## config.mk

```make
export PLATFORM = sky130hd
export DESIGN_NAME = mult_sequencer_flat
export DESIGN_NICKNAME = d
export VERILOG_FILES = /design/src/rtl/mult_sequencer_if.sv /design/src/rtl/mult_sequencer.sv /design/src/flat_wrapper.sv
export SDC_FILE = /design/constraint.sdc
export NUM_CORES = 1
export LEC_CHECK = 0
export BUFFER_PORTS_ARGS = -buffer_cell sky130_fd_sc_hd__buf_4
export CAP_MARGIN = 25
export CELL_PAD_IN_SITES_DETAIL_PLACEMENT = 0
export CELL_PAD_IN_SITES_GLOBAL_PLACEMENT = 1
export CORE_ASPECT_RATIO = 0.9
export CORE_UTILIZATION = 43
export DETAILED_ROUTE_END_ITERATION = 10
export PLACE_DENSITY_LB_ADDON = 0.1
export SLEW_MARGIN = 20
export SYNTH_ARGS = -nofsm -noshare
export SYNTH_HDL_FRONTEND = slang
export SYNTH_SLANG_ARGS = --single-unit
```

## constraint.sdc

```tcl
create_clock -name clk -period 4.1 [get_ports clk]
set_clock_uncertainty 0.15 [all_clocks]
set_input_delay 0.615 -clock clk [delete_from_list [all_inputs] [get_ports clk]]
set_output_delay 0.615 -clock clk [all_outputs]
set_load 0.01 [all_outputs]
```

## src/rtl/mult_sequencer_if.sv

```systemverilog
// Core-side bundle for the multi-cycle MULTU/MFHI/MFLO unit.
// The core drives instruction strobes and operands. The unit returns the
// stall/busy/done status and the architectural HI/LO registers.
interface mult_sequencer_if #(
  parameter int unsigned WIDTH = 32
);
  logic             start;
  logic [WIDTH-1:0] opa;
  logic [WIDTH-1:0] opb;
  logic             mfhi;
  logic             mflo;
  logic             stall;
  logic             busy;
  logic             done;
  logic [WIDTH-1:0] hi;
  logic [WIDTH-1:0] lo;
  logic [WIDTH-1:0] result;

  modport master (
    output start, opa, opb, mfhi, mflo,
    input  stall, busy, done, hi, lo, result
  );

  modport slave (
    input  start, opa, opb, mfhi, mflo,
    output stall, busy, done, hi, lo, result
  );
endinterface

```

## src/rtl/mult_sequencer.sv

```systemverilog
// Iterative unsigned shift-add multiplier with architectural HI/LO registers.
// Each RUN cycle retires BITS_PER_CYCLE multiplier bits. HI/LO are written
// only at commit, and the core is stalled while an unfinished product
// would be read or disturbed.
module mult_sequencer #(
  parameter int unsigned WIDTH          = 32,
  parameter int unsigned BITS_PER_CYCLE = 1
) (
  input logic            clk,
  input logic            reset,
  mult_sequencer_if.slave bus
);
  localparam int unsigned N  = WIDTH / BITS_PER_CYCLE;
  localparam int unsigned CW = $clog2(N + 1);
  localparam int unsigned SW = WIDTH + BITS_PER_CYCLE;

  typedef enum logic {IDLE, RUN} state_t;

  state_t             state_q, state_d;
  logic [CW-1:0]      cnt_q, cnt_d;
  logic [WIDTH-1:0]   m_q, m_d;
  logic [2*WIDTH-1:0] p_q, p_d;
  logic [WIDTH-1:0]   hi_q, hi_d;
  logic [WIDTH-1:0]   lo_q, lo_d;
  logic               done_q, done_d;

  logic [SW-1:0]      ext_m;
  logic [SW-1:0]      addend;
  logic [SW-1:0]      sum;

  // State and datapath registers; reset aborts any multiply in flight.
  always_ff @(posedge clk or negedge reset) begin
    if (!reset) begin
      state_q <= IDLE;
      cnt_q   <= '0;
      m_q     <= '0;
      p_q     <= '0;
      hi_q    <= '0;
      lo_q    <= '0;
      done_q  <= 1'b0;
    end else begin
      state_q <= state_d;
      cnt_q   <= cnt_d;
      m_q     <= m_d;
      p_q     <= p_d;
      hi_q    <= hi_d;
      lo_q    <= lo_d;
      done_q  <= done_d;
    end
  end

  // Next-state logic: one shift-add step per RUN cycle, commit on the last.
  always_comb begin
    state_d = state_q;
    cnt_d   = cnt_q;
    m_d     = m_q;
    p_d     = p_q;
    hi_d    = hi_q;
    lo_d    = lo_q;
    done_d  = 1'b0;

    // M * digit is built from shifted copies of M, one per set digit bit.
    ext_m  = {{BITS_PER_CYCLE{1'b0}}, m_q};
    addend = '0;
    for (int unsigned k = 0; k < BITS_PER_CYCLE; k++) begin
      if (p_q[k]) addend = addend + (ext_m << k);
    end
    sum = {{BITS_PER_CYCLE{1'b0}}, p_q[2*WIDTH-1:WIDTH]} + addend;

    unique case (state_q)
      IDLE: begin
        if (bus.start) begin
          m_d     = bus.opb;
          p_d     = {{WIDTH{1'b0}}, bus.opa};
          cnt_d   = CW'(N);
          state_d = RUN;
        end
      end
      RUN: begin
        // {carry, P_hi, P_lo} >> BITS_PER_CYCLE, keeping the carry bits.
        p_d   = {sum, p_q[WIDTH-1:BITS_PER_CYCLE]};
        cnt_d = cnt_q - CW'(1);
        if (cnt_q == CW'(1)) begin
          hi_d    = p_d[2*WIDTH-1:WIDTH];
          lo_d    = p_d[WIDTH-1:0];
          done_d  = 1'b1;
          state_d = IDLE;
        end
      end
      default: state_d = IDLE;
    endcase
  end

  // Status and read-back outputs to the core.
  always_comb begin
    bus.busy   = (state_q == RUN);
    bus.stall  = bus.busy & (bus.start | bus.mfhi | bus.mflo);
    bus.done   = done_q;
    bus.hi     = hi_q;
    bus.lo     = lo_q;
    bus.result = bus.mfhi ? hi_q : lo_q;
  end
endmodule

```

## src/flat_wrapper.sv

```systemverilog
// flat-port wrapper written by rule: the top's interface ports become plain ports
module mult_sequencer_flat 
#(
  parameter int unsigned WIDTH          = 32,
  parameter int unsigned BITS_PER_CYCLE = 1
)
  (clk, reset, bus_start, bus_opa, bus_opb, bus_mfhi, bus_mflo, bus_stall, bus_busy, bus_done, bus_hi, bus_lo, bus_result);
  mult_sequencer_if #(.WIDTH(WIDTH)) bus_i ();
  input logic clk;
  input logic reset;
  input wire logic [$bits(bus_i.start)-1:0] bus_start;
  input wire logic [$bits(bus_i.opa)-1:0] bus_opa;
  input wire logic [$bits(bus_i.opb)-1:0] bus_opb;
  input wire logic [$bits(bus_i.mfhi)-1:0] bus_mfhi;
  input wire logic [$bits(bus_i.mflo)-1:0] bus_mflo;
  output wire logic [$bits(bus_i.stall)-1:0] bus_stall;
  output wire logic [$bits(bus_i.busy)-1:0] bus_busy;
  output wire logic [$bits(bus_i.done)-1:0] bus_done;
  output wire logic [$bits(bus_i.hi)-1:0] bus_hi;
  output wire logic [$bits(bus_i.lo)-1:0] bus_lo;
  output wire logic [$bits(bus_i.result)-1:0] bus_result;
  assign bus_i.start = bus_start;
  assign bus_i.opa = bus_opa;
  assign bus_i.opb = bus_opb;
  assign bus_i.mfhi = bus_mfhi;
  assign bus_i.mflo = bus_mflo;
  assign bus_stall = bus_i.stall;
  assign bus_busy = bus_i.busy;
  assign bus_done = bus_i.done;
  assign bus_hi = bus_i.hi;
  assign bus_lo = bus_i.lo;
  assign bus_result = bus_i.result;
  mult_sequencer #(.WIDTH(WIDTH), .BITS_PER_CYCLE(BITS_PER_CYCLE)) u_core (.clk(clk), .reset(reset), .bus(bus_i));
endmodule
```

==> Flow_metrics.wiki, run 1 <==
{| class="wikitable"
! Metric !! Value
|-
| Maximum cell stage delay along the critical path || 0.48 ns
|-
| Clk sinks || 168
|-
| Via-to-Cell Ratio || 5.22
|-
| Fmax || 292 MHz
|-
| # Max-Cap Violations || 0
|-
| Total via count in the routed design || 6679
|-
| CTS tree || built
|-
| Final Setup Violations || 0
|-
| Met2 global-route usage || 32.3%
|-
| Number of cells on the worst reg-to-reg path || 11
|-
| Final number of hold-violating endpoints || 0
|-
| Net Count, Synth || 966
|-
| Final number of max-transition violations || 0
|-
| CP Class || reg2reg
|-
| Peak ir drop on the vdd network || 312 uV
|-
| Drt first pass iters || 4
|-
| CP max-delay cell || a21boi_0
|-
| Crit path required time || 4.25 ns
|-
| Buffers and inverters on the worst path || 1
|-
| Standard cell area after detailed placement || 0.0103 mm^2
|-
| Area of the die || 0.0211 mm^2
|-
| Number of antenna violations at the first check in global routing || 0
|-
| Share of total power in the clock network || 17.7%
|-
| Count of antenna-violating nets left after detailed routing || 0
|-
| Mean instance size in the synthesized netlist || 10.2 um^2
|-
| Fraction of layout instances using a drive strength above 1 || 30.2%
|-
| Top-area cell type share of the netlist area || 47.7%
|-
| Routed wire per std cell || 17.3 um
|-
| Sort of element at the end of the critical path || flop
|-
| Fillers || 1865
|-
| Post-synth top area cell || dfrtp_1
|-
| Row count || 49
|-
| Hold crit path type || in2async
|-
| Area overhead of the layout relative to synthesis || 23.7%
|-
| Routability Congestion || 0.862
|-
| Number of global-route vias before repair || 6421
|-
| TritonCTS buffer count || 17
|-
| Residual DRC || 0
|-
| Peak-usage layer in the global routing report || met1
|-
| Final core utilization || 54.4%
|-
| Core area || 0.0200 mm^2
|-
| Part of the cycle the worst path needs || 83.5%
|-
| Input/output buffers || 167
|-
| Largest driver fanout on the critical path || 12
|-
| Proportion of synthesized chip area in sequential cells || 47.7%
|-
| Kind of launch point of the worst setup path || flop
|-
| Result of the run || finished clean
|-
| Clock buffer depth || 2
|-
| Net count, final || 1116
|-
| Pin count of the biggest net entering global routing || 84
|-
| Arrival time worst endpoint || 3.58 ns
|-
| Setup slack on the worst flop-to-flop path || 0.67 ns
|-
| Final period demand of the worst path || 3.43 ns
|-
| Met1 usage in global routing || 32.6%
|-
| Total wire length after detailed routing || 22.2 mm
|-
| Initial cell density of the core || 44.0%
|-
| Met3 routing resource usage after global routing || 4.75%
|-
| Placed insts || 1248
|-
| Post-layout instance count excluding filler cells || 1280
|-
| Fraction of power consumed by combinational cells || 47.8%
|-
| Post-DP HPWL || 15.8 mm
|-
| Post-synthesis cell count || 862
|-
| Distinct cell type count of the synthesized netlist || 53
|-
| Top area cells in the synthesized netlist || dfrtp_1 48%, mux2_2 11%, nand2_1 7.1%
|-
| Number of warnings issued by yosys || 0
|-
| Most frequently used flop master after synthesis || dfrtp_1
|-
| Diodes inserted || 0
|-
| H-tree level count || 4
|-
| Global-route wire length before repair || 35.5 mm
|-
| Layout Cell Area excl Fill || 0.0109 mm^2
|-
| Normalized max-slew margin || 39.3%
|-
| Share of synthesized registers carrying an async set or reset || 100%
|-
| Die outline height || 138 um
|-
| Clock edge transition at the registers on the reported setup and hold paths || 0.07 ns
|-
| CTS-repair resized insts || 0
|-
| Cell area after synthesis || 0.00881 mm^2
|-
| DRC violation total after the first TritonRoute iteration || 297
|-
| Number of setup buffers added after CTS || 0
|-
| Launching point of the worst reg2reg path || u_core.p_q[0]
|-
| RSZ-0062 raised after global routing || false
|-
| Static leakage power || 5.50 nW
|-
| Design internal power || 5.37 mW
|-
| Setup TNS || 0 ns
|-
| Cell seen most often among critical-path stages || o21ai_0
|-
| Ordered cell list for the critical path || buf_4, and2_1, ha_1, a21oi_1, o21ai_0, o21ai_0, o21ai_1, a21boi_0, o211ai_1, mux2i_1, a31oi_1
|-
| Total global routing track utilization || 22.0%
|-
| Root cell of the clock tree || clkbuf_16
|-
| PnR Total Power || 9.04 mW
|-
| Power Dens Cells || 829 mW/mm^2
|-
| Number of enable flip-flop cells after synthesis || 0
|-
| Worst flop-to-flop path endpoint || u_core.p_q[62]
|-
| Number of hold-repair buffers added at the cts stage || 0
|-
| Horizontal die dimension || 153 um
|-
| Clock network latency to the later pin of the worst-skew pair || 0.43 ns
|-
| Number of synthesized register bits || 168
|-
| Slew at the pin closest to its max-slew limit || 0.910 ns
|-
| Sequential share of power || 34.5%
|-
| Share of total power consumed by net switching || 40.6%
|-
| Total I/O pin count || 168
|-
| Overflow left after global routing || 0
|-
| Cell class contributing the biggest share of worst-path delay || compound AO/OA/AOI/OAI gates
|-
| Switching power total || 3.67 mW
|}
[logic make-up after synthesis]
group,synth area share [%]
buf+inv,2.78
xor+xnor,3.08
mux,15.4
compound gates,12.6
simple gates,13.4
flops,47.7
fa+ha+maj,5.05
[power by group through the flow]
stage	Clock [mW]	Sequential, mW	Combinational (mW)
CTS	1.64	3.12	4.34
detailed placement	0	3.13	4.32
finish	1.60	3.12	4.32
global placement	0	3.14	4.30
global route	1.72	3.23	4.79
floorplan	0	3.00	2.82
[sequential cells by signal, summed over array words and instances, names as in the netlist]
register         cells
u_core.bus.busy      1
u_core.bus.done      1
u_core.m_q          32
u_core.bus.lo       32
u_core.cnt_q         6
u_core.p_q          64
u_core.bus.hi       32
[metal layers]
metal	vias up	part of all wire, %
li1	3308	-
met1	3241	52
met2	120	43
met3	10	4.3
met4	0	0.79
met5	-	0
[placed cells by master (no fill, tap or decap), drive strengths merged, types with 26 or more instances in the layout]
master  synthesis  layout
and2           35      35
o21ai          64      64
inv            20      28
a22o           26      26
a21oi          39      39
buf             6     176
mux2i          34      34
ha             34      34
dfrtp         168     168
mux2           90      90
nand2         167     167
[synth_stat cells, types with 2 or more instances]
cell type and count:
a211oi_1 3, a21boi_0 2, a21o_1 8, a21oi_1 39
a221oi_1 2, a22o_1 26, a31o_2 2, and2_1 35
and3_1 3, buf_1 5, clkbuf_1 39, dfrtp_1 168
ha_1 34, inv_1 19, mux2_2 90, mux2i_1 34
nand2_1 167, nand2b_1 3, nand3_1 8, nand3b_1 2
nand4_1 6, nor2_1 22, nor2b_1 5, nor3_1 7
o211ai_1 3, o21a_1 2, o21ai_0 60, o21ai_1 4
o21bai_1 7, o22ai_1 3, o31ai_1 2, or3_1 2
xnor2_1 20, xor2_1 11
[per-stage QoR]
step	hold WS (ns)	setup slack [ns]
after CTS	0.104	0.702
final	0.0661	0.674
after floorplan	0.169	1.18
after global placement	0.312	0.777
after global routing	0.134	0.338
after detailed placement	0.315	0.750
[how the worst max path moves through the flow]
| stage | cells past startpoint | slack, ns | end | startpoint |
|---|---|---|---|---|
| after floorplan | 12 | 1.18 | u_core.bus.hi[28] | u_core.p_q[0] |
| after global placement | 11 | 0.78 | u_core.bus.hi[28] | u_core.p_q[0] |
| after detailed placement | 11 | 0.75 | u_core.p_q[62] | u_core.p_q[0] |
| after CTS | 11 | 0.70 | u_core.p_q[62] | u_core.p_q[0] |
| after global routing | 11 | 0.34 | u_core.p_q[62] | u_core.p_q[0] |
| final | 11 | 0.67 | u_core.p_q[62] | u_core.p_q[0] |
[final cells by class]
cell class	instances	area [um^2]	area share [%]
clock buffers	18	439	4.03
clock inverters	14	153	1.40
inverters	20	75.1	0.688
multi-input cells	629	4380	40.1
flip-flops and latches	168	4210	38.6
well taps	255	319	2.93
repair buffers	176	1340	12.3
(Power assumes the default switching activity.)
==> run 2, diff against run 1 <==
==> constraint.sdc (replaced) <==
create_clock -name clk -period 3.26 [get_ports clk]
set_clock_uncertainty 0.15 [all_clocks]
set_input_delay 0.489 -clock clk [delete_from_list [all_inputs] [get_ports clk]]
set_output_delay 0.489 -clock clk [all_outputs]
set_load 0.01 [all_outputs]
==> run 2 against run 1 <==
Net effect: combinational power is 44% higher; flip-flop and latch count stayed put; routed wire length is 4.3% higher; sequential power is 25% higher; sequential share of layout area is 1.8 points lower; via count is 4.2% higher; setup slack worse by 0.52 ns; fmax is 10% higher; critical path depth is 2 higher; die area stayed put; largest cell class unchanged; largest power group unchanged.
==> Flow_metrics.wiki, run 2 (synthesized netlist as in run 1, its figures left out) <==
{| class="wikitable"
! Metric !! Value
|-
| Result of the run || finished clean
|-
| Die outline height || 138 um (unchanged)
|-
| CTS tree || built
|-
| Most common cell after layout, fill and taps aside || buf_4
|-
| Power Dens Cells || 1060 mW/mm^2 (+28%)
|-
| Slew at the pin closest to its max-slew limit || 0.901 ns (-0.00859 ns)
|-
| H-tree level count || 4 (unchanged)
|-
| Part of the cycle the worst path needs || 95.2% (+12 points)
|-
| Register with the highest flop count || u_core.p_q
|-
| Placed insts || 1306 (+4.6%)
|-
| CP Class || reg2reg
|-
| Total via count in the routed design || 6961 (+4.2%)
|-
| Static leakage power || 5.84 nW (+6.1%)
|-
| Post-DP HPWL || 16.5 mm (+4.4%)
|-
| Clock edge transition at the registers on the reported setup and hold paths || 0.07 ns (about the same)
|-
| Initial cell density of the core || 44.0% (unchanged)
|-
| Arrival time worst endpoint || 3.28 ns (-0.30 ns)
|-
| Crit path required time || 3.43 ns (-0.82 ns)
|-
| Pin count of the biggest net entering global routing || 70 (-17%)
|-
| Routed wire per std cell || 17.2 um (-0.37%)
|-
| Switching power total || 4.85 mW (+32%)
|-
| Via-to-Cell Ratio || 5.19 (-0.44%)
|-
| Fraction of power consumed by combinational cells || 51.2% (+3.4 points)
|-
| Drt first pass iters || 4 (unchanged)
|-
| Final number of hold-violating endpoints || 0 (unchanged)
|-
| Final number of max-transition violations || 0 (unchanged)
|-
| Core area || 0.0200 mm^2 (unchanged)
|-
| Area of the die || 0.0211 mm^2 (unchanged)
|-
| Normalized max-slew margin || 39.8% (+0.57 points)
|-
| Kind of launch point of the worst setup path || flop
|-
| Peak ir drop on the vdd network || 394 uV (+27%)
|-
| # Max-Cap Violations || 0 (unchanged)
|-
| Setup TNS || 0 ns (unchanged)
|-
| Total wire length after detailed routing || 23.1 mm (+4.3%)
|-
| Clk sinks || 168 (unchanged)
|-
| Sort of element at the end of the critical path || flop
|-
| Final Setup Violations || 0 (unchanged)
|-
| TritonCTS buffer count || 17 (unchanged)
|-
| Number of antenna violations at the first check in global routing || 0 (unchanged)
|-
| Final period demand of the worst path || 3.10 ns (-0.322 ns)
|-
| Commonest non-fill, non-tap cells in the layout || 232 x buf_4, 167 x nand2_1, 167 x dfrtp_1
|-
| Setup slack on the worst flop-to-flop path || 0.16 ns (-0.52 ns)
|-
| Input/output buffers || 167 (unchanged)
|-
| Clock network latency to the later pin of the worst-skew pair || 0.44 ns (about the same)
|-
| Net count, final || 1176 (+5.4%)
|-
| Number of flip-flops in the largest register || 64 (unchanged)
|-
| Routability Congestion || 0.841 (-2.5%)
|-
| Fraction of layout instances using a drive strength above 1 || 35.1% (+4.9 points)
|-
| Area overhead of the layout relative to synthesis || 29.8%
|-
| Clock buffer depth || 2 (unchanged)
|-
| Number of global-route vias before repair || 6745 (+5.0%)
|-
| Overflow left after global routing || 0 (unchanged)
|-
| Share of total power consumed by net switching || 39.9% (-0.74 points)
|-
| Fmax || 322 MHz (+10%)
|-
| Diodes inserted || 0 (unchanged)
|-
| Hold crit path type || in2reg
|-
| DRC violation total after the first TritonRoute iteration || 351 (+18%)
|-
| Hold_ws || 0.130 ns (+0.0641 ns)
|-
| Count of antenna-violating nets left after detailed routing || 0 (unchanged)
|-
| Design internal power || 7.31 mW (+36%)
|-
| Row count || 49 (unchanged)
|-
| Total I/O pin count || 168 (unchanged)
|-
| Horizontal die dimension || 153 um (unchanged)
|-
| Largest driver fanout on the critical path || 14 (+2)
|-
| Post-layout instance count excluding filler cells || 1340 (+4.7%)
|-
| Residual DRC || 0 (unchanged)
|-
| Total global routing track utilization || 22.9% (+0.89 points)
|-
| Root cell of the clock tree || clkbuf_16
|-
| Sequential share of power || 32.1% (-2.4 points)
|-
| Global-route wire length before repair || 37.2 mm (+4.9%)
|-
| Share of total power in the clock network || 16.6% (-1.1 points)
|}
## run 2: cell types whose count changed in the layout (fill, tap and decap cells not counted), moves of 2 or more
cell / previous run / this run
buf_4: 174 / 232
o21ai_0: 60 / 57
a211oi_1: 3 / 1
a211oi_2: 0 / 2
a21oi_1: 39 / 37
a21oi_2: 0 / 2
inv_6: 2 / 4
o21ai_2: 0 / 2
## run 2: through the flow
stage               cell area, um^2  power (mW)  setup slack, ns  util (%)
floorplan                      8810        7.31            0.338         -
global placement              10800        10.0           0.0716      53.6
CTS                           11400        12.1           0.0368      56.6
finish                        11400        12.2            0.157      57.0
detailed placement            10800        10.0           0.0587      53.6
global route                  11400        13.1         -0.00940      57.0
## run 2: area by class of cell
cell class | instances | area (um^2)
fillers | 1813 | 8610
multi-input cells | 629 | 4450
flip-flops and latches | 168 | 4210
repair buffers | 236 | 1800
clock buffers | 18 | 439
well taps | 255 | 319
clock inverters | 14 | 150
inverters | 20 | 75.1
## run 2: what timing repair did
item | 4_1_cts | 5_1_grt
endpoints found under the setup margin | 0 | 22
gates resized for setup | 0 | 18
hold buffers | 1 | 0
buffers inserted | 0 | 1
hold endpoints to repair | 65 | 0
## run 2: worst paths after layout
path | startpoint | to | cells after the start
worst min-delay path | bus_opb[31] | u_core.m_q[31] | 2
min in group asynchronous | reset | u_core.p_q[39] | 2
max in group asynchronous | reset | u_core.bus.lo[10] | 3
worst min register to register | u_core.cnt_q[5] | u_core.cnt_q[5] | 1
worst max register to register | u_core.p_q[0] | u_core.bus.hi[27] | 13
worst max-delay path | u_core.p_q[0] | u_core.bus.hi[27] | 13
## run 2: power by group through the flow
stage	combinational, mW	sequential, mW	clock (mW)
2_1_floorplan	3.54	3.77	0
3_3_place_gp	6.06	3.93	0
3_5_place_dp	6.12	3.92	0
4_1_cts	6.14	3.91	2.07
5_1_grt	6.89	4.05	2.15
6_report	6.23	3.91	2.02
## run 2: metal layers
metal | wire [um] | vias up | share of wire, % | track usage [%]
met4 | 215 | 0 | 0.93 | 5.61
met1 | 12200 | 3367 | 53 | 35.3
li1 | - | 3426 | - | -
met2 | 9700 | 151 | 42 | 32.8
met5 | 0 | - | 0 | 0
met3 | 967 | 17 | 4.2 | 3.96
## run 2: worst max-delay path: stages (launching register included)
cell and delay [ns]:
dfrtp_1 0.43, buf_12 0.16, buf_4 0.17, and2_1 0.15, ha_1 0.30, buf_4 0.17
a21oi_2 0.25, nand2_1 0.17, o211ai_1 0.11, and2_1 0.18, or2_2 0.15, o311ai_4 0.12
xor2_2 0.22, mux2_2 0.27
